--- src/rtl/wb_stage_pkg.sv ---
// Shared definitions for the writeback stage: MEM latch layout, canary value,
// FSM state encoding and WB-to-DE/AGEX bus widths.
package wb_stage_pkg;

  localparam int unsigned WB_DBITS        = 32;
  localparam int unsigned WB_INSTBITS     = 32;
  localparam int unsigned WB_REGNOBITS    = 5;
  localparam int unsigned WB_CANARY_W     = 4;
  localparam logic [3:0]  WB_CANARY_VAL   = 4'hF;
  localparam int unsigned WB_DRAIN_CYCLES = 3;

  localparam logic [1:0] ST_RUN    = 2'd0;
  localparam logic [1:0] ST_DRAIN  = 2'd1;
  localparam logic [1:0] ST_HALTED = 2'd2;

  // {valid, inst, pc, inst_count, result, rd, wr_reg, is_halt, canary}, MSB first
  function automatic int unsigned mem_latch_width(int unsigned dbits, int unsigned instbits,
                                                  int unsigned regnobits, int unsigned canary_w);
    return 1 + instbits + 2 * dbits + dbits + regnobits + 2 + canary_w;
  endfunction

  // {commit_wr, rd, result}
  function automatic int unsigned wb_bus_width(int unsigned dbits, int unsigned regnobits);
    return 1 + regnobits + dbits;
  endfunction

endpackage

--- src/rtl/wb_stage_if.sv ---
// Bundle of the MEM latch, DE read ports and WB status/bypass outputs.
interface wb_stage_if
  import wb_stage_pkg::*;
#(
  parameter int unsigned DBITS     = WB_DBITS,
  parameter int unsigned INSTBITS  = WB_INSTBITS,
  parameter int unsigned REGNOBITS = WB_REGNOBITS,
  parameter int unsigned CANARY_W  = WB_CANARY_W
) ();

  localparam int unsigned MEM_LATCH_W = mem_latch_width(DBITS, INSTBITS, REGNOBITS, CANARY_W);
  localparam int unsigned BUS_W       = wb_bus_width(DBITS, REGNOBITS);

  logic [MEM_LATCH_W-1:0] mem_latch_in;
  logic [REGNOBITS-1:0]   rs1_idx;
  logic [REGNOBITS-1:0]   rs2_idx;
  logic [DBITS-1:0]       rs1_val;
  logic [DBITS-1:0]       rs2_val;
  logic [BUS_W-1:0]       from_WB_to_DE;
  logic [BUS_W-1:0]       from_WB_to_AGEX;
  logic [DBITS-1:0]       retired_count;
  logic                   halted;
  logic                   canary_err;
  logic [DBITS-1:0]       last_pc;

  modport master (
    output mem_latch_in, rs1_idx, rs2_idx,
    input  rs1_val, rs2_val, from_WB_to_DE, from_WB_to_AGEX,
    input  retired_count, halted, canary_err, last_pc
  );

  modport slave (
    input  mem_latch_in, rs1_idx, rs2_idx,
    output rs1_val, rs2_val, from_WB_to_DE, from_WB_to_AGEX,
    output retired_count, halted, canary_err, last_pc
  );

endinterface

--- src/rtl/wb_stage_regfile.sv ---
// Architectural register file: one write port, two combinational read ports
// with write-through, register 0 hardwired to zero.
module wb_regfile #(
  parameter int unsigned DBITS     = 32,
  parameter int unsigned REGNOBITS = 5
) (
  input  logic                 clk,
  input  logic                 reset,
  input  logic                 we,
  input  logic [REGNOBITS-1:0] waddr,
  input  logic [DBITS-1:0]     wdata,
  input  logic [REGNOBITS-1:0] raddr1,
  input  logic [REGNOBITS-1:0] raddr2,
  output logic [DBITS-1:0]     rdata1,
  output logic [DBITS-1:0]     rdata2
);

  localparam int unsigned NREGS = 1 << REGNOBITS;

  logic [DBITS-1:0] regs [NREGS];
  logic             wr_en;

  assign wr_en = we && (waddr != '0);

  always_ff @(posedge clk or posedge reset) begin
    if (reset) begin
      for (int unsigned i = 0; i < NREGS; i++) begin
        regs[i] <= '0;
      end
    end else if (wr_en) begin
      regs[waddr] <= wdata;
    end
  end

  // Same-cycle write wins so readers see the committing value immediately.
  always_comb begin
    rdata1 = '0;
    if (raddr1 != '0) begin
      rdata1 = (wr_en && (waddr == raddr1)) ? wdata : regs[raddr1];
    end
  end

  always_comb begin
    rdata2 = '0;
    if (raddr2 != '0) begin
      rdata2 = (wr_en && (waddr == raddr2)) ? wdata : regs[raddr2];
    end
  end

endmodule

--- src/rtl/wb_stage.sv ---
// Writeback stage: commits the MEM latch into the register file, exposes
// bypass/read ports, counts retirements and runs the halt/canary FSM.
module wb_stage
  import wb_stage_pkg::*;
#(
  parameter int unsigned         DBITS        = WB_DBITS,
  parameter int unsigned         INSTBITS     = WB_INSTBITS,
  parameter int unsigned         REGNOBITS    = WB_REGNOBITS,
  parameter int unsigned         CANARY_W     = WB_CANARY_W,
  parameter logic [CANARY_W-1:0] CANARY_VAL   = CANARY_W'(WB_CANARY_VAL),
  parameter int unsigned         DRAIN_CYCLES = WB_DRAIN_CYCLES
) (
  input logic       clk,
  input logic       reset,
  wb_stage_if.slave bus
);

  localparam int unsigned MEM_LATCH_W = mem_latch_width(DBITS, INSTBITS, REGNOBITS, CANARY_W);
  localparam int unsigned CNT_W       = (DRAIN_CYCLES > 1) ? $clog2(DRAIN_CYCLES) : 1;

  localparam int unsigned CAN_LSB   = 0;
  localparam int unsigned HALT_BIT  = CANARY_W;
  localparam int unsigned WR_BIT    = CANARY_W + 1;
  localparam int unsigned RD_LSB    = CANARY_W + 2;
  localparam int unsigned RES_LSB   = RD_LSB + REGNOBITS;
  localparam int unsigned ICNT_LSB  = RES_LSB + DBITS;
  localparam int unsigned PC_LSB    = ICNT_LSB + DBITS;
  localparam int unsigned INST_LSB  = PC_LSB + DBITS;
  localparam int unsigned VALID_BIT = MEM_LATCH_W - 1;

  logic                 lat_valid;
  logic [INSTBITS-1:0]  lat_inst;
  logic [DBITS-1:0]     lat_pc;
  logic [DBITS-1:0]     lat_inst_count;
  logic [DBITS-1:0]     lat_result;
  logic [REGNOBITS-1:0] lat_rd;
  logic                 lat_wr_reg;
  logic                 lat_is_halt;
  logic [CANARY_W-1:0]  lat_canary;
  logic                 unused_latch_fields;

  assign lat_valid      = bus.mem_latch_in[VALID_BIT];
  assign lat_inst       = bus.mem_latch_in[INST_LSB +: INSTBITS];
  assign lat_pc         = bus.mem_latch_in[PC_LSB +: DBITS];
  assign lat_inst_count = bus.mem_latch_in[ICNT_LSB +: DBITS];
  assign lat_result     = bus.mem_latch_in[RES_LSB +: DBITS];
  assign lat_rd         = bus.mem_latch_in[RD_LSB +: REGNOBITS];
  assign lat_wr_reg     = bus.mem_latch_in[WR_BIT];
  assign lat_is_halt    = bus.mem_latch_in[HALT_BIT];
  assign lat_canary     = bus.mem_latch_in[CAN_LSB +: CANARY_W];

  assign unused_latch_fields = ^{lat_inst, lat_inst_count};

  logic [1:0]       state;
  logic [CNT_W-1:0] drain_cnt;
  logic [DBITS-1:0] retired_count;
  logic [DBITS-1:0] last_pc;
  logic             canary_err;

  logic in_run;
  logic retire;
  logic canary_bad;
  logic commit_wr;

  assign in_run     = (state == ST_RUN);
  assign retire     = lat_valid && in_run && (lat_canary == CANARY_VAL);
  assign canary_bad = lat_valid && in_run && (lat_canary != CANARY_VAL);
  // The halt instruction retires but never writes, so it must not advertise a write either.
  assign commit_wr  = retire && lat_wr_reg && !lat_is_halt && (lat_rd != '0);

  wb_regfile #(
    .DBITS     (DBITS),
    .REGNOBITS (REGNOBITS)
  ) u_regfile (
    .clk    (clk),
    .reset  (reset),
    .we     (commit_wr),
    .waddr  (lat_rd),
    .wdata  (lat_result),
    .raddr1 (bus.rs1_idx),
    .raddr2 (bus.rs2_idx),
    .rdata1 (bus.rs1_val),
    .rdata2 (bus.rs2_val)
  );

  always_ff @(posedge clk or posedge reset) begin
    if (reset) begin
      state         <= ST_RUN;
      drain_cnt     <= '0;
      retired_count <= '0;
      last_pc       <= '0;
      canary_err    <= 1'b0;
    end else begin
      case (state)
        ST_RUN: begin
          if (canary_bad) begin
            canary_err <= 1'b1;
            state      <= ST_HALTED;
          end else if (retire) begin
            retired_count <= retired_count + DBITS'(1);
            last_pc       <= lat_pc;
            if (lat_is_halt) begin
              state     <= ST_DRAIN;
              drain_cnt <= '0;
            end
          end
        end
        ST_DRAIN: begin
          if (drain_cnt == CNT_W'(DRAIN_CYCLES - 1)) begin
            state <= ST_HALTED;
          end else begin
            drain_cnt <= drain_cnt + CNT_W'(1);
          end
        end
        ST_HALTED: state <= ST_HALTED;
        default:   state <= ST_HALTED;
      endcase
    end
  end

  assign bus.from_WB_to_DE   = {commit_wr, lat_rd, lat_result};
  assign bus.from_WB_to_AGEX = {commit_wr, lat_rd, lat_result};
  assign bus.retired_count   = retired_count;
  assign bus.last_pc         = last_pc;
  assign bus.canary_err      = canary_err;
  assign bus.halted          = (state == ST_HALTED);

endmodule

--- src/flat_wrapper.sv ---
// flat-port wrapper written by rule: the top's interface ports become plain ports
module wb_stage_flat import wb_stage_pkg::*;
#(
  parameter int unsigned         DBITS        = WB_DBITS,
  parameter int unsigned         INSTBITS     = WB_INSTBITS,
  parameter int unsigned         REGNOBITS    = WB_REGNOBITS,
  parameter int unsigned         CANARY_W     = WB_CANARY_W,
  parameter logic [CANARY_W-1:0] CANARY_VAL   = CANARY_W'(WB_CANARY_VAL),
  parameter int unsigned         DRAIN_CYCLES = WB_DRAIN_CYCLES
)
  (clk, reset, bus_mem_latch_in, bus_rs1_idx, bus_rs2_idx, bus_rs1_val, bus_rs2_val, bus_from_WB_to_DE, bus_from_WB_to_AGEX, bus_retired_count, bus_halted, bus_canary_err, bus_last_pc);
  wb_stage_if #(.DBITS(DBITS), .INSTBITS(INSTBITS), .REGNOBITS(REGNOBITS), .CANARY_W(CANARY_W)) bus_i ();
  input logic clk;
  input logic reset;
  input wire logic [$bits(bus_i.mem_latch_in)-1:0] bus_mem_latch_in;
  input wire logic [$bits(bus_i.rs1_idx)-1:0] bus_rs1_idx;
  input wire logic [$bits(bus_i.rs2_idx)-1:0] bus_rs2_idx;
  output wire logic [$bits(bus_i.rs1_val)-1:0] bus_rs1_val;
  output wire logic [$bits(bus_i.rs2_val)-1:0] bus_rs2_val;
  output wire logic [$bits(bus_i.from_WB_to_DE)-1:0] bus_from_WB_to_DE;
  output wire logic [$bits(bus_i.from_WB_to_AGEX)-1:0] bus_from_WB_to_AGEX;
  output wire logic [$bits(bus_i.retired_count)-1:0] bus_retired_count;
  output wire logic [$bits(bus_i.halted)-1:0] bus_halted;
  output wire logic [$bits(bus_i.canary_err)-1:0] bus_canary_err;
  output wire logic [$bits(bus_i.last_pc)-1:0] bus_last_pc;
  assign bus_i.mem_latch_in = bus_mem_latch_in;
  assign bus_i.rs1_idx = bus_rs1_idx;
  assign bus_i.rs2_idx = bus_rs2_idx;
  assign bus_rs1_val = bus_i.rs1_val;
  assign bus_rs2_val = bus_i.rs2_val;
  assign bus_from_WB_to_DE = bus_i.from_WB_to_DE;
  assign bus_from_WB_to_AGEX = bus_i.from_WB_to_AGEX;
  assign bus_retired_count = bus_i.retired_count;
  assign bus_halted = bus_i.halted;
  assign bus_canary_err = bus_i.canary_err;
  assign bus_last_pc = bus_i.last_pc;
  wb_stage #(.DBITS(DBITS), .INSTBITS(INSTBITS), .REGNOBITS(REGNOBITS), .CANARY_W(CANARY_W), .CANARY_VAL(CANARY_VAL), .DRAIN_CYCLES(DRAIN_CYCLES)) u_core (.clk(clk), .reset(reset), .bus(bus_i));
endmodule
--- config.mk ---
export PLATFORM = sky130hd
export DESIGN_NAME = wb_stage_flat
export DESIGN_NICKNAME = d
export VERILOG_FILES = /design/src/rtl/wb_stage_pkg.sv /design/src/rtl/wb_stage_if.sv /design/src/rtl/wb_stage_regfile.sv /design/src/rtl/wb_stage.sv /design/src/flat_wrapper.sv
export SDC_FILE = /design/constraint.sdc
export NUM_CORES = 2
export LEC_CHECK = 0
export CORE_ASPECT_RATIO = 1.4
export CORE_MARGIN = 2
export CORE_UTILIZATION = 55
export CTS_CLUSTER_DIAMETER = 40
export DETAILED_ROUTE_END_ITERATION = 10
export GPL_ROUTABILITY_DRIVEN = 0
export PLACE_DENSITY = 0.89
export SLEW_MARGIN = 20
export SYNTH_ARGS = -nofsm -noshare
export SYNTH_HDL_FRONTEND = slang
export SYNTH_SLANG_ARGS = --single-unit
--- constraint.sdc ---
create_clock -name clk -period 32.1 [get_ports clk]
set_input_delay 3.21 -clock clk [delete_from_list [all_inputs] [get_ports clk]]
set_output_delay 3.21 -clock clk [all_outputs]
set_load 0.005 [all_outputs]
==> results.cfg <==
[grt]
grt_pass1_wl_mm = 274
first_global_vias = 43400
grt_start_max_net_pins = 195
antenna_found_initial = 7
grt_usage_pct = 33.9
grt.overflow.total = 0

[finish]
fin_util_pct = 62.6
fin_nets = 4387
drive_above_1_share_pct = 41.9
multi_input_area_sq_um = 28800
syn2layout_area_growth_pct = 13.0
fin_cells = 5693
fillers = 7220
regArea_sq_um = 27400
design_area_sq_um = 66000

[floorplan]
pin_count = 358
dieHeight_um = 390
fp-row-count = 141
start_util_pct = 55.4
dieArea_sq_um = 109000
core_sq_um = 105000
fp.dieW_um = 279

[sta]
fmax_mhz = 87.7
setup_tns_ns = 0
grt_setup_unrepaired = false
setup_viol = 0
period_needed_ns = 11.40
worst_slack_ns = 20.70
slew_viol_final = 0
finClkSkew_ns = 0.0247
maxSlewHeadroom_pct = 15.0
worstMarginPinSlew_ns = 1.26
whs_ns = 0.399
hold_violations = 0
fin_crit_sh_pct = 35.5

[worst_hold_path]
hp-class = reg -> reg

[synth]
synth.cell_area_sq_um = 58400
synth_edf_count = 0
syn_area_per_cell_sq_um = 13.8
synth_nets = 4378
syn_inst = 4224
ys_seq_elements = 1093
netlist-cell-type-count = 52
ys.warnings.count = 0
synth_sequential_area_ratio_pct = 46.8
synth-main-ff-cell = dfrtp_1
async_flop_share_pct = 100

[clocking]
cts.sinks = 1093
cts_tree = yes
postCtsSetupRepairBufs = 0
ctsLongestPathBuffers = 3
cts-root-buf = clkbuf_16
path_clk_slew_ns = 0.07
cts_buffers = 117
ctsHoldBuffers = 0
post_cts_resize_count = 0
clk_latency_ns = 0.77
htreeDepth = 3

[power]
swShare_pct = 24.9
seqPwrFrac_pct = 44.4
design_power_total_mw = 3.11
intPower_mw = 2.33
p_sw_mw = 0.774
p_clk_share_pct = 47.4
p_per_area_nw_per_um2 = 47.0
vdd_drop_max_uv = 47.8
comb_power_share_pct = 8.2
leakage_nw = 30.9

[route]
vias = 41400
first_pass_iters = 6
post_drt_via_cell_ratio = 7.27
first_iter_violations = 5191
detail_route.wl_per_cell_um = 32.6
drc_errors = 0
wirelength_mm = 186
drtAntennaViolNets = 0

[place]
dp_hpwl_mm = 107
place_area_sq_um = 61800
dp.cells = 5470
pre_cts_ws_ns = 20.82
numPortBuffers = 293

[setup_path]
cp_top_family = buffers and inverters
required_ns = 28.89
arrival_ns = 8.19
cp.buffers_inverters = 4
critPathLaunchType = primary input
endpoint_kind = primary output
crit_top_cell = nor3_1
crit_type = in -> out
cp_slowest_cell = nor3_1
cp_max_fo = 57
path_cells = buf_8, buf_4, buf_4, nand2b_1, o22ai_1, nor3_1, nor3_1, nor3_1, clkdlybuf4s50_1
max_stage_delay_ns = 0.96

[outcome]
status = finished clean

[flow_run]
maxCapViolations = 0
cell type report:
class	instances	area share [%]
inverters	8	0.0512
repair buffers	420	5.96
clock buffers	153	4.96
well taps	1358	2.57
clock inverters	63	1.43
multi-input cells	2593	43.6
flip-flops and latches	1093	41.4
diodes	5	0.0190
path summary, 6_finish.rpt:
check | from | depth (start not counted) | slack (ns) | to
setup / recovery | bus_rs2_idx[0] | 9 | 20.70 | bus_rs2_val[8]
min in group asynchronous | reset | 2 | 2.97 | u_core.u_regfile.regs[729]
setup reg to reg | u_core.state[1] | 6 | 28.02 | u_core.u_regfile.regs[96]
hold reg to reg | u_core.u_regfile.regs[1012] | 0 | 0.40 | u_core.u_regfile.regs[1012]
hold / removal | u_core.u_regfile.regs[1012] | 0 | 0.40 | u_core.u_regfile.regs[1012]
max in group asynchronous | reset | 5 | 26.19 | u_core.u_regfile.regs[469]
synthesized netlist by cell type, types with 2 or more instances:
cell | count | area, sq um
nand3b_1 | 5 | 37.5
nand3_1 | 11 | 55.1
o22a_1 | 21 | 184
a211oi_1 | 67 | 503
nor4_1 | 2 | 12.5
or4_4 | 2 | 22.5
mux4_2 | 385 | 8670
o22ai_1 | 46 | 288
nand2_1 | 130 | 488
nor3b_1 | 11 | 82.6
dfrtp_1 | 1093 | 27400
xnor2_1 | 20 | 175
a21oi_1 | 48 | 240
nor2_1 | 175 | 657
mux2_1 | 8 | 90.1
and3_1 | 2 | 12.5
a22oi_1 | 30 | 225
nand4b_1 | 5 | 43.8
nor3_1 | 90 | 450
mux2_2 | 1034 | 11600
a221o_1 | 31 | 310
o211ai_1 | 16 | 120
o21ai_0 | 10 | 50.1
buf_2 | 124 | 621
nand2b_1 | 7 | 43.8
clkbuf_1 | 255 | 957
nor4b_4 | 2 | 47.6
mux2i_1 | 285 | 2850
o221ai_1 | 20 | 175
nand4_1 | 13 | 81.3
o21bai_1 | 2 | 15.0
and3b_1 | 3 | 26.3
o211a_1 | 3 | 30.0
and4_1 | 7 | 61.3
inv_1 | 7 | 26.3
buf_1 | 68 | 255
nor2b_1 | 5 | 31.3
xor2_1 | 21 | 184
a221oi_1 | 64 | 561
or2_2 | 2 | 12.5
ha_1 | 2 | 25.0
buf_4 | 82 | 616
worst reg2reg max path: stages, from the launching register on:
cell,delay [ns]
dfrtp_1,0.43
or3b_4,0.44
nor4b_4,0.69
nand3b_2,0.50
nor2_4,0.92
buf_4,0.56
mux2_2,0.41
layout by cell type (no fill, tap or decap), drive strengths merged, types with 48 or more instances in the layout:
master and n:
nor3 91, a21oi 48, nor2 175, a211oi 67, mux2i 285, nand2 130
a221oi 64, dfrtp 1093, clkdlybuf4s50 277, mux2 1042, mux4 385, buf 143
clkbuf 153
logic make-up (layout without fill, tap and decap cells):
kind of cell             after synthesis  in the layout  synth area share, %
multiplexers                        1712           1712                 39.8
flip-flops                          1093           1093                 46.8
buffers and inverters                538            644                 4.26
AND/OR/NAND/NOR                      478            478                 3.80
AO/OA/AOI/OAI                        360            360                 4.65
XOR/XNOR                              41             41                0.615
adder cells (fa/ha/maj)                2              2               0.0428
other                                  0              5                    0
power by group through the flow:
stage	clock, mW	combinational [mW]	sequential (mW)
finish	1.47	0.254	1.38
global route	1.53	0.265	1.38
CTS	1.48	0.249	1.38
detailed placement	0	0.247	1.40
global placement	0	0.245	1.40
floorplan	0	0.142	1.41
metal layers:
metal	global-route usage, %	vias up	routed length, um
met5	0	-	74
met4	27.1	10	17100
met3	10.4	1086	22700
met2	51.8	3131	84600
met1	40.0	21200	61300
li1	-	16000	-
state kept, by name, indices dropped and copies added, names as in the netlist:
| signal | cells |
|---|---|
| u_core.drain_cnt | 2 |
| u_core.bus.retired_count | 32 |
| u_core.bus.last_pc | 32 |
| u_core.state | 2 |
| u_core.bus.canary_err | 1 |
| u_core.u_regfile.regs | 1024 |
(Power assumes the default switching activity.)
